===== config.mk =====
export PLATFORM = sky130hd
export DESIGN_NAME = led_status_axil_rd
export DESIGN_NICKNAME = d
export VERILOG_FILES = /design/src/rtl/led_status_axil_rd_pkg.sv /design/src/rtl/led_status_axil_rd_led_edge_cnt.sv /design/src/rtl/led_status_axil_rd.sv
export SDC_FILE = /design/constraint.sdc
export NUM_CORES = 1
export LEC_CHECK = 0
export ABC_AREA = 1
export ABC_CLOCK_PERIOD_IN_PS = 1750
export BUFFER_PORTS_ARGS = -buffer_cell sky130_fd_sc_hd__buf_4
export CAP_MARGIN = 20
export CORE_UTILIZATION = 50
export CTS_BUF_LIST = sky130_fd_sc_hd__clkbuf_4 sky130_fd_sc_hd__clkbuf_8 sky130_fd_sc_hd__clkbuf_16
export DETAILED_ROUTE_END_ITERATION = 16
export GPL_ROUTABILITY_DRIVEN = 0
export GPL_TIMING_DRIVEN = 0
export PLACE_DENSITY = 0.71
export SETUP_SLACK_MARGIN = 0.5
export SLEW_MARGIN = 0
export SYNTH_ARGS = -nofsm -noshare
export SYNTH_HDL_FRONTEND = slang
export SYNTH_SLANG_ARGS = --single-unit

===== constraint.sdc =====
create_clock -name usr_clk -period 1.75 [get_ports usr_clk]
set_input_delay 0.2625 -clock usr_clk [delete_from_list [all_inputs] [get_ports usr_clk]]
set_output_delay 0.2625 -clock usr_clk [all_outputs]
set_load 0.005 [all_outputs]

===== src/rtl/led_status_axil_rd_pkg.sv =====
// ============================================================================
// Module      : led_status_axil_rd_pkg
// Description : Shared constants for the LED/stop status AXI4-Lite read
//               responder: register offsets, response codes, FSM encodings.
// Revision    : 1.0 - initial release
// ============================================================================
`default_nettype none

package led_status_axil_rd_pkg;

  // Identification word returned at offset 0x00 ("LED0" in ASCII)
  localparam logic [31:0] ID_DEFAULT = 32'h4C45_4430;

  // Byte offsets of the mapped registers
  localparam logic [7:0] OFF_ID     = 8'h00;
  localparam logic [7:0] OFF_STATUS = 8'h04;
  localparam logic [7:0] OFF_UPTIME = 8'h08;
  localparam logic [7:0] OFF_TOGGLE = 8'h0C;

  // Word selects derived from the offsets (address bits [3:2])
  localparam logic [1:0] SEL_ID     = OFF_ID[3:2];
  localparam logic [1:0] SEL_STATUS = OFF_STATUS[3:2];
  localparam logic [1:0] SEL_UPTIME = OFF_UPTIME[3:2];
  localparam logic [1:0] SEL_TOGGLE = OFF_TOGGLE[3:2];

  // AXI read response codes
  localparam logic [1:0] RESP_OKAY   = 2'b00;
  localparam logic [1:0] RESP_SLVERR = 2'b10;

  // Read FSM encodings
  localparam logic [0:0] ST_IDLE = 1'b0;
  localparam logic [0:0] ST_RESP = 1'b1;

endpackage

`default_nettype wire


===== src/rtl/led_status_axil_rd_led_edge_cnt.sv =====
// ============================================================================
// Module      : led_edge_cnt
// Description : Rising-edge detector on led0 feeding a saturating 16-bit
//               counter with a clear input. A clear that coincides with an
//               edge leaves the counter at 1 so the edge is never lost.
// Revision    : 1.0 - initial release
// ============================================================================
`default_nettype none

module led_edge_cnt (
  input  logic        usr_clk,
  input  logic        usr_rst_n,
  input  logic        led,
  input  logic        clr,
  output logic [15:0] cnt
);

  logic led_d;
  logic rise;

  assign rise = led & ~led_d;

  // Delay led by one cycle for edge detection
  always_ff @(posedge usr_clk or negedge usr_rst_n) begin
    if (!usr_rst_n) begin
      led_d <= 1'b0;
    end else begin
      led_d <= led;
    end
  end

  // Saturating edge counter; clear wins over increment but keeps a same-cycle edge
  always_ff @(posedge usr_clk or negedge usr_rst_n) begin
    if (!usr_rst_n) begin
      cnt <= 16'h0000;
    end else if (clr) begin
      cnt <= rise ? 16'h0001 : 16'h0000;
    end else if (rise && (cnt != 16'hFFFF)) begin
      cnt <= cnt + 16'h0001;
    end
  end

endmodule

`default_nettype wire


===== src/rtl/led_status_axil_rd.sv =====
// ============================================================================
// Module      : led_status_axil_rd
// Description : AXI4-Lite read responder exposing ID, LED/stop status, a
//               free-running uptime counter and a clear-on-read LED toggle
//               count. One outstanding read, registered snapshot response,
//               SLVERR on unmapped offsets.
// Revision    : 1.0 - initial release
// ============================================================================
`default_nettype none

module led_status_axil_rd
  import led_status_axil_rd_pkg::*;
#(
  parameter int          ADDR_W   = 16,
  parameter logic [31:0] ID_VALUE = ID_DEFAULT
) (
  input  logic              usr_clk,
  input  logic              usr_rst_n,
  input  logic [ADDR_W-1:0] s_axil_araddr,
  input  logic              s_axil_arvalid,
  output logic              s_axil_arready,
  output logic [31:0]       s_axil_rdata,
  output logic [1:0]        s_axil_rresp,
  output logic              s_axil_rvalid,
  input  logic              s_axil_rready,
  input  logic              led0,
  input  logic              stop
);

  logic [0:0]  state;
  logic        accept_en;
  logic        resp_valid;
  logic [31:0] resp_data;
  logic [1:0]  resp_code;
  logic [31:0] uptime;
  logic [15:0] toggle_cnt;

  logic        addr_mapped;
  logic [1:0]  word;
  logic        ar_hs;
  logic        toggle_clr;
  logic [31:0] rd_data;
  logic [1:0]  rd_resp;
  logic        unused_addr_lsb;

  // Byte lanes within a word are don't-care for this register block
  assign unused_addr_lsb = ^s_axil_araddr[1:0];

  // Only offsets 0x00..0x0F can hit a register; anything above is unmapped
  assign addr_mapped = (s_axil_araddr[ADDR_W-1:4] == '0);
  assign word        = s_axil_araddr[3:2];
  assign ar_hs       = s_axil_arvalid && accept_en && (state == ST_IDLE);
  assign toggle_clr  = ar_hs && addr_mapped && (word == SEL_TOGGLE);

  // Read mux: value as seen in the handshake cycle
  always_comb begin
    rd_data = 32'h0000_0000;
    rd_resp = RESP_SLVERR;
    if (addr_mapped) begin
      rd_resp = RESP_OKAY;
      case (word)
        SEL_ID:     rd_data = ID_VALUE;
        SEL_STATUS: rd_data = {30'b0, stop, led0};
        SEL_UPTIME: rd_data = uptime;
        SEL_TOGGLE: rd_data = {16'b0, toggle_cnt};
        default:    rd_data = 32'h0000_0000;
      endcase
    end
  end

  // Free-running cycle counter, wraps naturally
  always_ff @(posedge usr_clk or negedge usr_rst_n) begin
    if (!usr_rst_n) begin
      uptime <= 32'h0000_0000;
    end else begin
      uptime <= uptime + 32'h0000_0001;
    end
  end

  led_edge_cnt u_led_edge_cnt (
    .usr_clk   (usr_clk),
    .usr_rst_n (usr_rst_n),
    .led       (led0),
    .clr       (toggle_clr),
    .cnt       (toggle_cnt)
  );

  // Two-state read FSM with registered arready/rvalid and response snapshot
  always_ff @(posedge usr_clk or negedge usr_rst_n) begin
    if (!usr_rst_n) begin
      state      <= ST_IDLE;
      accept_en  <= 1'b0;
      resp_valid <= 1'b0;
      resp_data  <= 32'h0000_0000;
      resp_code  <= RESP_OKAY;
    end else begin
      case (state)
        ST_IDLE: begin
          if (ar_hs) begin
            state      <= ST_RESP;
            accept_en  <= 1'b0;
            resp_valid <= 1'b1;
            resp_data  <= rd_data;
            resp_code  <= rd_resp;
          end else begin
            accept_en  <= 1'b1;
          end
        end
        ST_RESP: begin
          if (s_axil_rready) begin
            state      <= ST_IDLE;
            accept_en  <= 1'b1;
            resp_valid <= 1'b0;
          end
        end
        default: begin
          state      <= ST_IDLE;
          accept_en  <= 1'b0;
          resp_valid <= 1'b0;
        end
      endcase
    end
  end

  assign s_axil_arready = accept_en;
  assign s_axil_rvalid  = resp_valid;
  assign s_axil_rdata   = resp_data;
  assign s_axil_rresp   = resp_code;

endmodule

`default_nettype wire


==> Word level (Yosys, flattened, before mapping) <==
Index checks and enable logic that the tools add are counted.
{ "totals": {"ff_bits": 86, "inputBits": 22, "output_inout_bits": 36, "word_cells": 44} }
{ "op_classes": {"n_addsub": 2, "n_eq_ne": 6, "mux": 15, "n_bitwise": 3, "n_reduce_logical": 10} }
{ "op_table": {"columns": ["cell", "count"], "rows": [
  ["case mux 32 bit (4 select lines)", 1],
  ["adder 32 x 1 -> 32 bit, second input constant", 1],
  ["two-way mux 16 bit", 2],
  ["two-way mux 32 bit", 1],
  ["adder 16 x 1 -> 16 bit, second input constant", 1],
  ["inequality test 16 bit, second input constant", 1],
  ["zero test 12 bit", 1],
  ["two-way mux 1 bit", 7],
  ["case mux 1 bit (2 select lines)", 3],
  ["logical AND 1 bit", 5],
  ["equality test 2 bit, second input constant", 2],
  ["inequality test 2 bit, second input constant", 2],
  ["AND reduction 2 bit", 2],
  ["equality test 2 x 1 -> 1 bit, second input constant", 1],
  ["zero test 2 bit", 1],
  ["two-way mux 2 bit", 1],
  ["inverter 1 bit", 2],
  ["nonzero test 2 bit", 1],
  ["AND 1 bit", 1]
]} }

==> Depth between registers and ports, before layout <==
Gate-level depths: netlist of the first run.
{ "logic_depth": {"depth_word": 5, "depth_mapped": 10, "mapped_depth_nobuf": 9} }

==> Modules after synthesis <==
From an unflattened synthesis of the first run, not the netlist that was laid out.
{ "unflattened": {"hier_cells": 632, "area_unflattened_um2": 4702.0} }
{ "by_module_without_submodules": {"columns": ["module", "instances", "cells_each", "area_each_um2", "seq_area_each_um2"], "rows": [
  ["led_status_axil_rd", 1, 480, 3644.7, 1701.6],
  ["led_edge_cnt", 1, 152, 1057.3, 425.4]
]} }

==> Worst setup path before layout of the first run <==
No wires, ideal clock.
{ "synth_path": {"path_type": "register -> register", "from": "reg u_led_edge_cnt.cnt[0]", "to": "reg u_led_edge_cnt.cnt[7]", "setup_ns": 0.065, "t_arrival_ns": 1.434, "required_ns": 1.685, "path_slack_ns": 0.251, "path_stages_with_launch": 10, "path_buffers": 1, "period_less_slack_ns": 1.499, "cell_sequence": "dfrtp_1 ha_1 nand2_2 nor2_4 nand2_2 nor2_1 nor2_1 buf_4 nand4_1 nand2_1"} }
{ "synth_via": {"elab_chain_len": 3, "word_cells_on_any_way": 6, "cone_classes": "add/sub: 1; eq/ne: 1; mux: 2; reduce/logical: 2"} }
{ "synth_lines": {"columns": ["item", "line", "text"], "rows": [
  ["from (decl)", "led_status_axil_rd_led_edge_cnt.sv:15", "output logic [15:0] cnt"],
  ["from (signal assigned)", "led_status_axil_rd_led_edge_cnt.sv:37", "cnt <= rise ? 16'h0001 : 16'h0000;"],
  ["from (signal assigned)", "led_status_axil_rd_led_edge_cnt.sv:39", "cnt <= cnt + 16'h0001;"],
  ["adder 16 x 1 -> 16 bit or inequality test 16 bit (tied branches)", "led_status_axil_rd_led_edge_cnt.sv:39, led_status_axil_rd_led_edge_cnt.sv:38", null],
  ["two-way mux 16 bit or logical AND 1 bit (tied branches)", "led_status_axil_rd_led_edge_cnt.sv:38", "end else if (rise && (cnt != 16'hFFFF)) begin"],
  ["two-way mux 16 bit or nonzero test 2 bit (tied branches)", null, null]
]} }
Parallel ways exist; a longest one is shown, timed or not. The select of a mux whose other input is x is not followed.
A chain may end at the register's enable or synchronous reset.

==> Final worst setup path of the first run <==
{ "layout_path": {"from": "reg uptime[17]", "to": "reg uptime[22]"} }
{ "layout_via": {"elab_chain_len": 1} }
{ "layout_lines": {"columns": ["item", "line", "text"], "rows": [
  ["from (decl)", "led_status_axil_rd.sv:35", "logic [31:0] uptime;"],
  ["from (signal assigned)", "led_status_axil_rd.sv:76", "uptime <= uptime + 32'h0000_0001;"],
  ["adder 32 x 1 -> 32 bit", "led_status_axil_rd.sv:76", null]
]} }
Every way passes these cells.

==> reports/results.ini, run 1 <==
[sta]
setup_viol=0
min_period_over_period_pct=94.7
report.final.slew_viol_count=0
hold_violations=0
min_period_ps=1660
rsz0062_at_grt=true
tns_ps=0
slew_headroom_pct=64.1
fin_skew_ps=14.6
fmax_ghz=0.603
tightestPinTransition_ps=536

[placed_design]
port_buffers=54
place_inst=689
post_dp_cell_area_mm2=0.00491
dpl.hpwl_mm=7.78

[layout]
syn2layout_area_growth_pct=54.9
fill_cells=435
fin_cells=788
nets=702
final_area_mm2=0.00667
drive_gt1_share_pct=45.2
n_antenna_cell=0

[route]
num_vias=4786
ant_nets=0
viasPerCell=6.07
wirelength_mm=16.4
drtIter0Drc=598
wire_per_inst_um=20.8
drt_first_pass_iters=5
drc=0

[yosys]
syn_area_mm2=0.00430
synthArstFlopShare_pct=100
synth_cells=530
synth_area_leaders=dfrtp_1 49%, nand2_1 13%, xor2_1 5.3%
synthFlopType=dfrtp_1
ys_types=31
synth_top_cell_by_area=dfrtp_1
yosysTopAreaCellShare_pct=49.4
ys_ff_latch=85
synth_common_cells=150 x nand2_1, 85 x dfrtp_1, 51 x nor2_1
ys_warn_count=0
ys_seq_area_share_pct=49.4
synth_nets=554
avgSynthCellArea_um2=8.12
synth_edf_count=0
synth.most_common_cell=nand2_1

[global_routing]
grt_use_total_pct=29.9
overflow=0
grt_max_degree=86
grt_pass1_wl_mm=20.1
antenna_found_initial=0
grt_pass1_vias=4131

[job]
maxCapViolations=0

[power]
p_leak_nw=3.19
power_density_mw_per_mm2=667
ir_drop_mv=0.409

[floorplanning]
die_area_mm2=0.00898
core.rowCount=33
core-area_mm2=0.00826
die_height_um=94.8
start_util_pct=52.1
ios=58
dieWidth_um=94.8

[clock_tree]
clk_pin_slew_ps=110
clkLatencyLatePin_ps=380
clock_sinks=85
cts_htree_levels=3
cts-root-buf=clkbuf_8
cts_buffer_depth=2
cts_inserted_buffers=9
cts_tree=built

[setup_path]
worst-path-max-fanout=4
crit_type=reg -> reg
end_kind=flip-flop
critPathArrivalTime_ps=1960
worstPathRequired_ps=2050
startpoint_type=flip-flop

[hold_path]
hold_class=in -> reg

[run_status]
status=completed

## final timing paths
path,startpoint,to,slack (ps),depth (start not counted)
max,uptime[17]$_DFF_PN0_,uptime[22]$_DFF_PN0_,90,6
min,led0,u_led_edge_cnt.led_d$_DFF_PN0_,20,1
max reg2reg,uptime[17]$_DFF_PN0_,uptime[22]$_DFF_PN0_,90,6
min reg2reg,s_axil_rdata[10]$_DFFE_PN0P_,s_axil_rdata[10]$_DFFE_PN0P_,490,2
max in group asynchronous,usr_rst_n,uptime[2]$_DFF_PN0_,790,3
min in group asynchronous,usr_rst_n,s_axil_rdata[30]$_DFFE_PN0P_,300,2
## worst max-delay path, cell delays in order (launching register included)
cell and delay, ps:
dfrtp_1 360, inv_1 180, nor3_2 350, nand2_1 170, nor2_4 240, nand2_2 90, xor2_1 190
## state kept, by name, indices dropped and copies added, names as in the netlist
signal                cells
s_axil_rdata             32
uptime                   32
u_led_edge_cnt.cnt       16
s_axil_arready            1
s_axil_rresp              1
s_axil_rvalid             1
state                     1
u_led_edge_cnt.led_d      1
## per-stage QoR
stage          total power [mW]  setup WS, ps  hold slack, ps  util (%)
5_1_grt                    4.60          23.4            13.7      80.7
3_3_place_gp               2.67          24.8             405      59.5
6_report                   4.44          92.8            15.1      80.7
3_5_place_dp               2.67          8.07             407      59.5
4_1_cts                    4.23           219            30.3      72.0
2_1_floorplan              2.45           294           -33.1         -
## cells in the final DEF (no fill, tap or decap), types with 3 or more instances in the layout
master	synthesis	final
nand2_1	150	123
buf_4	4	107
dfrtp_1	85	75
inv_1	50	42
nor2_1	51	33
buf_6	1	30
nand2_2	8	26
xor2_1	26	22
nand4_1	19	19
nor2_4	2	17
nand3_1	32	16
o21ai_0	32	13
o21ai_2	1	11
nor3_4	0	10
nand3_2	1	10
dfrtp_2	0	10
nand2_4	0	9
clkbuf_8	0	9
o211ai_1	8	8
nor3_2	2	7
nor2_2	4	7
nand3_4	0	7
o21ai_1	0	6
o31ai_4	0	5
inv_2	2	4
inv_4	0	4
xor2_2	0	4
buf_8	0	4
nor3_1	18	3
nand3b_1	3	3
o21ai_4	0	3
a21oi_1	3	3
inv_6	0	3
## cell type report
type                    instances  area [um2]  share of cell area [%]
clock inverters                 7        87.6                    1.31
well taps                     105         131                    1.97
flip-flops and latches         85        2140                    32.1
clock buffers                   9         124                    1.86
inverters                      52         221                    3.32
multi-input cells             381        2630                    39.5
repair buffers                137        1210                    18.2
plain buffers                  12         115                    1.73
## what timing repair did
| action | CTS | global route |
|---|---|---|
| hold buffers | 0 | 1 |
| buffers inserted | 54 | 23 |
| gates resized for setup | 115 | 123 |
| gates cloned | 3 | 1 |
| hold endpoints to repair | 0 | 22 |
| endpoints found under the setup margin | 68 | 77 |
| pin swaps | 41 | 62 |
## power breakdown
group / internal [mW] / switching [mW] / total, mW
Sequential: 2.05 / 0.108 / 2.16
Combinational: 0.311 / 0.425 / 0.735
Clock: 0.698 / 0.855 / 1.55
## layer usage
| metal | track usage (%) | share of wire, % |
|---|---|---|
| met2 | 46.4 | 46 |
| met5 | 0 | 0 |
| met3 | 6.60 | 11 |
| met1 | 41.6 | 38 |
| met4 | 9.34 | 6.1 |
## kinds of logic after synthesis
kind of cell | synth area share (%)
AO/OA/AOI/OAI | 7.41
flip-flops | 49.4
XOR/XNOR | 6.11
other | 0.0872
adder cells (fa/ha/maj) | 0.581
buffers and inverters | 6.19
AND/OR/NAND/NOR | 30.2
(Power assumes the default switching activity.)
==> run 2: changes to the inputs <==
REMOVE_ABC_BUFFERS = 1   (was unset)
==> run 2 against run 1 <==
Count of clock-buffer cells in the layout unchanged. Global-route usage increased by 1.3 points. Wire length is 4.7% lower. Final area decreased by 2.7%. Worst setup slack better by 59 ps. Largest power group unchanged. Highest routed layer unchanged. Largest cell class unchanged. Critical endpoint unchanged. Cell count is 1.8% lower.
==> reports/results.ini, run 2 (synthesis gave the netlist of run 1 again) <==
[run_status]
status=completed  ; unchanged

[clock_tree]
cts_htree_levels=3  ; unchanged
cts_tree=built  ; unchanged
clock_sinks=85  ; unchanged
cts-root-buf=clkbuf_8  ; unchanged
clkLatencyLatePin_ps=370  ; was 380 ps
cts_buffer_depth=2  ; unchanged
cts_inserted_buffers=9  ; unchanged
clk_pin_slew_ps=110  ; about the same

[placed_design]
place_inst=677  ; was 689
dpl.hpwl_mm=7.42  ; was 7.78 mm
port_buffers=54  ; unchanged
dp_slack_ps=-750  ; was 8.07 ps

[layout]
drive_gt1_share_pct=43.8  ; was 45.2%
final_cell_mix=119 x nand2_1, 105 x buf_4, 78 x dfrtp_1  ; was 123 x nand2_1, 107 x buf_4, 75 x dfrtp_1
fill_cells=479  ; was 435
n_antenna_cell=0  ; unchanged
nets=688  ; was 702
multi_input_area_mm2=0.00261  ; was 0.00263 mm2
final_util_pct=78.6  ; was 80.7%
mostFrequentLayoutCell=nand2_1  ; unchanged
fin_cells=774  ; was 788
seq_area_mm2=0.00214  ; about the same
syn2layout_area_growth_pct=50.8  ; was 54.9%

[setup_path]
slowest_stage=dfrtp_1  ; unchanged
cpMostUsedCell=nand2_1
startpoint_type=flip-flop  ; unchanged
critPathTopFamily=simple AND/OR/NAND/NOR gates  ; unchanged
worst-path-max-fanout=4  ; unchanged
crit_chain=inv_1 -> nor3_4 -> nand2_1 -> nor2_4 -> nand2_1 -> xor2_1  ; was inv_1 -> nor3_2 -> nand2_1 -> nor2_4 -> nand2_2 -> xor2_1
cpPeakStageDelay_ps=410  ; was 360 ps
crit_type=reg -> reg  ; unchanged
worstPathRequired_ps=2020  ; was 2050 ps
cp_num_buf_inv=1  ; unchanged
critPathArrivalTime_ps=1860  ; was 1960 ps
end_kind=flip-flop  ; unchanged

[sta]
slew_headroom_pct=60.6  ; was 64.1%
fin_skew_ps=19.1  ; was 14.6 ps
min_period_ps=1600  ; was 1660 ps
min_period_over_period_pct=91.3  ; was 94.7%
fin_ws_ps=152  ; was 92.8 ps
setup_viol=0  ; unchanged
fin_hold_ws_ps=24.2  ; was 15.1 ps
tightestPinTransition_ps=588  ; was 536 ps
hold_violations=0  ; unchanged
report.final.slew_viol_count=0  ; unchanged
rsz0062_at_grt=true  ; unchanged
tns_ps=0  ; unchanged
fmax_ghz=0.626  ; was 0.603 GHz

[global_routing]
grt_pass1_vias=4166  ; was 4131
antenna_found_initial=0  ; unchanged
grt_use_total_pct=31.2  ; was 29.9%
overflow=0  ; unchanged
grt_max_degree=86  ; unchanged
grt_pass1_wl_mm=21.0  ; was 20.1 mm

[floorplanning]
core.rowCount=33  ; unchanged
dieWidth_um=94.8  ; unchanged
ios=58  ; unchanged
die_height_um=94.8  ; unchanged
start_util_pct=52.1  ; unchanged
die_area_mm2=0.00898  ; unchanged
core-area_mm2=0.00826  ; unchanged

[route]
wirelength_mm=15.6  ; was 16.4 mm
viasPerCell=5.97  ; was 6.07
drc=0  ; unchanged
ant_nets=0  ; unchanged
num_vias=4621  ; was 4786
drt_first_pass_iters=5  ; unchanged
drtIter0Drc=412  ; was 598
wire_per_inst_um=20.2  ; was 20.8 um

[power]
power_density_mw_per_mm2=670  ; was 667 mW/mm2
ir_drop_mv=0.352  ; was 0.409 mV
p_leak_nw=3.05  ; was 3.19 nW

[hold_path]
hold_class=in -> reg  ; unchanged

[job]
maxCapViolations=0  ; unchanged

## run 2: worst paths after layout
check	slack, ps	cells past startpoint	endpoint	startpoint
max	150	6	uptime[22]$_DFF_PN0_	uptime[17]$_DFF_PN0_
min	20	1	u_led_edge_cnt.led_d$_DFF_PN0_	led0
max reg2reg	150	6	uptime[22]$_DFF_PN0_	uptime[17]$_DFF_PN0_
min reg2reg	470	1	s_axil_rvalid$_DFFE_PN0P_	state$_DFF_PN0_
max in group asynchronous	880	3	uptime[3]$_DFF_PN0_	usr_rst_n
min in group asynchronous	260	2	s_axil_rdata[17]$_DFFE_PN0P_	usr_rst_n
## run 2: final cells by class
class	count	share of cell area [%]
tap	105	2.03
inverter	52	3.53
timing repair inverter	2	0.424
sequential	85	32.9
timing repair buffer	132	18.1
multi-input combinational	382	40.2
clock buffer	9	1.91
clock inverter	7	0.887
## run 2: timing repair
action,CTS,global route
hold buffers,0,1
buffers inserted,49,24
cloned,4,2
pin swaps,51,46
setup endpoints to repair,77,78
endpoints found under the hold margin,0,9
gates resized for setup,130,97
## run 2: power by group
part           internal (mW)  switching, mW
Combinational          0.358          0.496
Clock                  0.531          0.807
Sequential              2.05          0.106
Total                   2.94           1.41
## run 2: metrics by stage
| step | instance area, um2 | total power [mW] |
|---|---|---|
| detailed placement | 4770 | 2.63 |
| floorplan | 4230 | 2.41 |
| finish | 6490 | 4.35 |
| global route | 6490 | 4.49 |
| global placement | 4770 | 2.60 |
| CTS | 5840 | 4.18 |
## run 2: layer usage
metal / global-route usage (%) / share of wire [%]
met1: 41.9 / 37
met2: 49.8 / 48
met3: 4.67 / 11
met4: 14.1 / 4.7
met5: 0 / 0
==> run 3: changes to the inputs <==
PLACE_DENSITY = unset   (was 0.71)
PLACE_DENSITY_LB_ADDON = 0.12   (was unset)
REMOVE_ABC_BUFFERS = unset   (was 1)
==> run 3 against run 2 <==
Sequential cell count did not move. Die area stayed put. Wire length shrank 5.9%. Clock skew shrank 7.4 ps. Sequential power barely moved. Global-route usage is 1.4 points lower. First-iteration DRC count rose by 23%. Worst hold slack gained 2.9 ps. Cell count is 0.90% higher. Non-clock buffer count rose by 10. Via count fell by 2.2%.
==> reports/results.ini, run 3 (synthesis gave the netlist of run 1 again) <==
[sta]
min_period_over_period_pct=93.1  ; was 91.3%
tns_ps=0  ; unchanged
fin_skew_ps=11.7  ; was 19.1 ps
setup_viol=0  ; unchanged
min_period_ps=1630  ; was 1600 ps
fmax_ghz=0.614  ; was 0.626 GHz
fin_hold_ws_ps=27.2  ; was 24.2 ps
report.final.slew_viol_count=0  ; unchanged
rsz0062_at_grt=true  ; unchanged
hold_violations=0  ; unchanged

[floorplanning]
die_height_um=94.8  ; unchanged
start_util_pct=52.1  ; unchanged
ios=58  ; unchanged
core.rowCount=33  ; unchanged
dieWidth_um=94.8  ; unchanged
die_area_mm2=0.00898  ; unchanged
core-area_mm2=0.00826  ; unchanged

[global_routing]
grt_max_degree=86  ; unchanged
grt_use_total_pct=29.8  ; was 31.2%
use_met1_pct=43.4  ; was 41.9%
antenna_found_initial=0  ; unchanged
met2_usage_pct=44.6  ; was 49.8%
overflow=0  ; unchanged
grt_pass1_wl_mm=19.8  ; was 21.0 mm
grt_util_met3_pct=5.39  ; was 4.67%
grt_pass1_vias=3886  ; was 4166
grt.busiest_layer=met2  ; unchanged

[setup_path]
worstPathRequired_ps=2060  ; was 2020 ps
crit_type=reg -> reg  ; unchanged
worst-path-max-fanout=7  ; was 4
crit_chain=buf_4 -> nand2_2 -> nor2_4 -> nand2_2 -> o21ai_4 -> nand2_2 -> inv_4 -> buf_12 -> buf_8 -> nand2_2 -> nand2_1  ; was inv_1 -> nor3_4 -> nand2_1 -> nor2_4 -> nand2_1 -> xor2_1
cpPeakStageDelay_ps=370  ; was 410 ps
critPathTopFamily=buffers and inverters  ; was simple AND/OR/NAND/NOR gates
critPathArrivalTime_ps=1940  ; was 1860 ps
cp_num_buf_inv=4  ; was 1
end_kind=flip-flop  ; unchanged
cpMostUsedCell=nand2_2  ; was nand2_1
startpoint_type=flip-flop  ; unchanged
slowest_stage=dfrtp_1  ; unchanged

[clock_tree]
cts_htree_levels=3  ; unchanged
clock_sinks=85  ; unchanged
cts-root-buf=clkbuf_8  ; unchanged
cts_buffer_depth=2  ; unchanged
clkLatencyLatePin_ps=370  ; about the same
cts_inserted_buffers=9  ; unchanged
clk_pin_slew_ps=100  ; was 110 ps
cts_tree=built  ; unchanged

[route]
drtIter0Drc=505  ; was 412
viasPerCell=5.79  ; was 5.97
drt_first_pass_iters=6  ; was 5
drc=0  ; unchanged
wire_per_inst_um=18.8  ; was 20.2 um
wirelength_mm=14.7  ; was 15.6 mm
ant_nets=0  ; unchanged
num_vias=4519  ; was 4621

[layout]
final_cell_mix=121 x nand2_1, 102 x buf_4, 74 x dfrtp_1  ; was 119 x nand2_1, 105 x buf_4, 78 x dfrtp_1
mostFrequentLayoutCell=nand2_1  ; unchanged
drive_gt1_share_pct=44.8  ; was 43.8%
n_antenna_cell=0  ; unchanged
syn2layout_area_growth_pct=51.7  ; was 50.8%
nets=695  ; was 688
final_util_pct=79.0  ; was 78.6%

[power]
power_density_mw_per_mm2=656  ; was 670 mW/mm2
ir_drop_mv=0.455  ; was 0.352 mV
p_leak_nw=3.10  ; was 3.05 nW
total_power_mw=4.28  ; was 4.35 mW

[placed_design]
dpl.hpwl_mm=7.93  ; was 7.42 mm
port_buffers=54  ; unchanged

[job]
maxCapViolations=0  ; unchanged

[run_status]
status=completed  ; unchanged

[hold_path]
hold_class=in -> reg  ; unchanged

## run 3: changes by cell type in the layout (fill, tap and decap cells not counted), sizes merged
cell	before	now
buf	130	138
clkinv	3	0
clkinvlp	4	1
inv	54	58
clkbuf	10	12
nand3	34	33
## run 3: power breakdown
group	total, mW	internal, mW	leakage [nW]	switching (mW)
logic	0.741	0.320	1.88	0.421
clock network	1.39	0.547	0.0920	0.839
registers	2.16	2.05	1.13	0.108
## run 3: what timing repair did
action | in CTS | in global routing
hold buffers | 0 | 1
resized for setup | 125 | 100
setup buffers | 48 | 23
hold endpoints to repair | 0 | 33
pin swaps | 42 | 62
setup endpoints to repair | 73 | 76
gates cloned | 3 | 0
## run 3: area by class of cell
type                       count  area [um2]
buffer                        12         130
clock buffer                   9         124
clock inverter                 7        60.1
fill                         480        1730
inverter                      52         205
multi-input combinational    381        2570
sequential                    85        2140
tap                          105         131
timing repair buffer         130        1170
## run 3: through the flow
| stage | instance area (um2) | std cells | setup slack [ps] |
|---|---|---|---|
| 6_report | 6530 | 781 | 121 |
| 2_1_floorplan | 4380 | 530 | 294 |
| 3_5_place_dp | 4910 | 689 | 14.3 |
| 5_1_grt | 6530 | 781 | 99.9 |
| 3_3_place_gp | 4910 | 689 | 34.4 |
| 4_1_cts | 5930 | 756 | 226 |
## run 3: path summary, 6_finish.rpt
| path | cells after the start | slack (ps) | start | endpoint |
|---|---|---|---|---|
| hold reg to reg | 1 | 480 | state$_DFF_PN0_ | s_axil_rvalid$_DFFE_PN0P_ |
| min in group asynchronous | 2 | 380 | usr_rst_n | s_axil_rdata[26]$_DFFE_PN0P_ |
| setup / recovery | 11 | 120 | u_led_edge_cnt.cnt[5]$_DFFE_PN0P_ | u_led_edge_cnt.cnt[13]$_DFFE_PN0P_ |
| hold / removal | 1 | 30 | led0 | u_led_edge_cnt.led_d$_DFF_PN0_ |
| max in group asynchronous | 3 | 730 | usr_rst_n | uptime[6]$_DFF_PN0_ |
| setup reg to reg | 11 | 120 | u_led_edge_cnt.cnt[5]$_DFFE_PN0P_ | u_led_edge_cnt.cnt[13]$_DFFE_PN0P_ |
## run 3: metal layers
| metal | share of wire [%] | vias to the layer above |
|---|---|---|
| li1 | - | 2010 |
| met3 | 9.1 | 63 |
| met5 | 0 | - |
| met2 | 48 | 309 |
| met4 | 3.8 | 0 |
| met1 | 40 | 2137 |
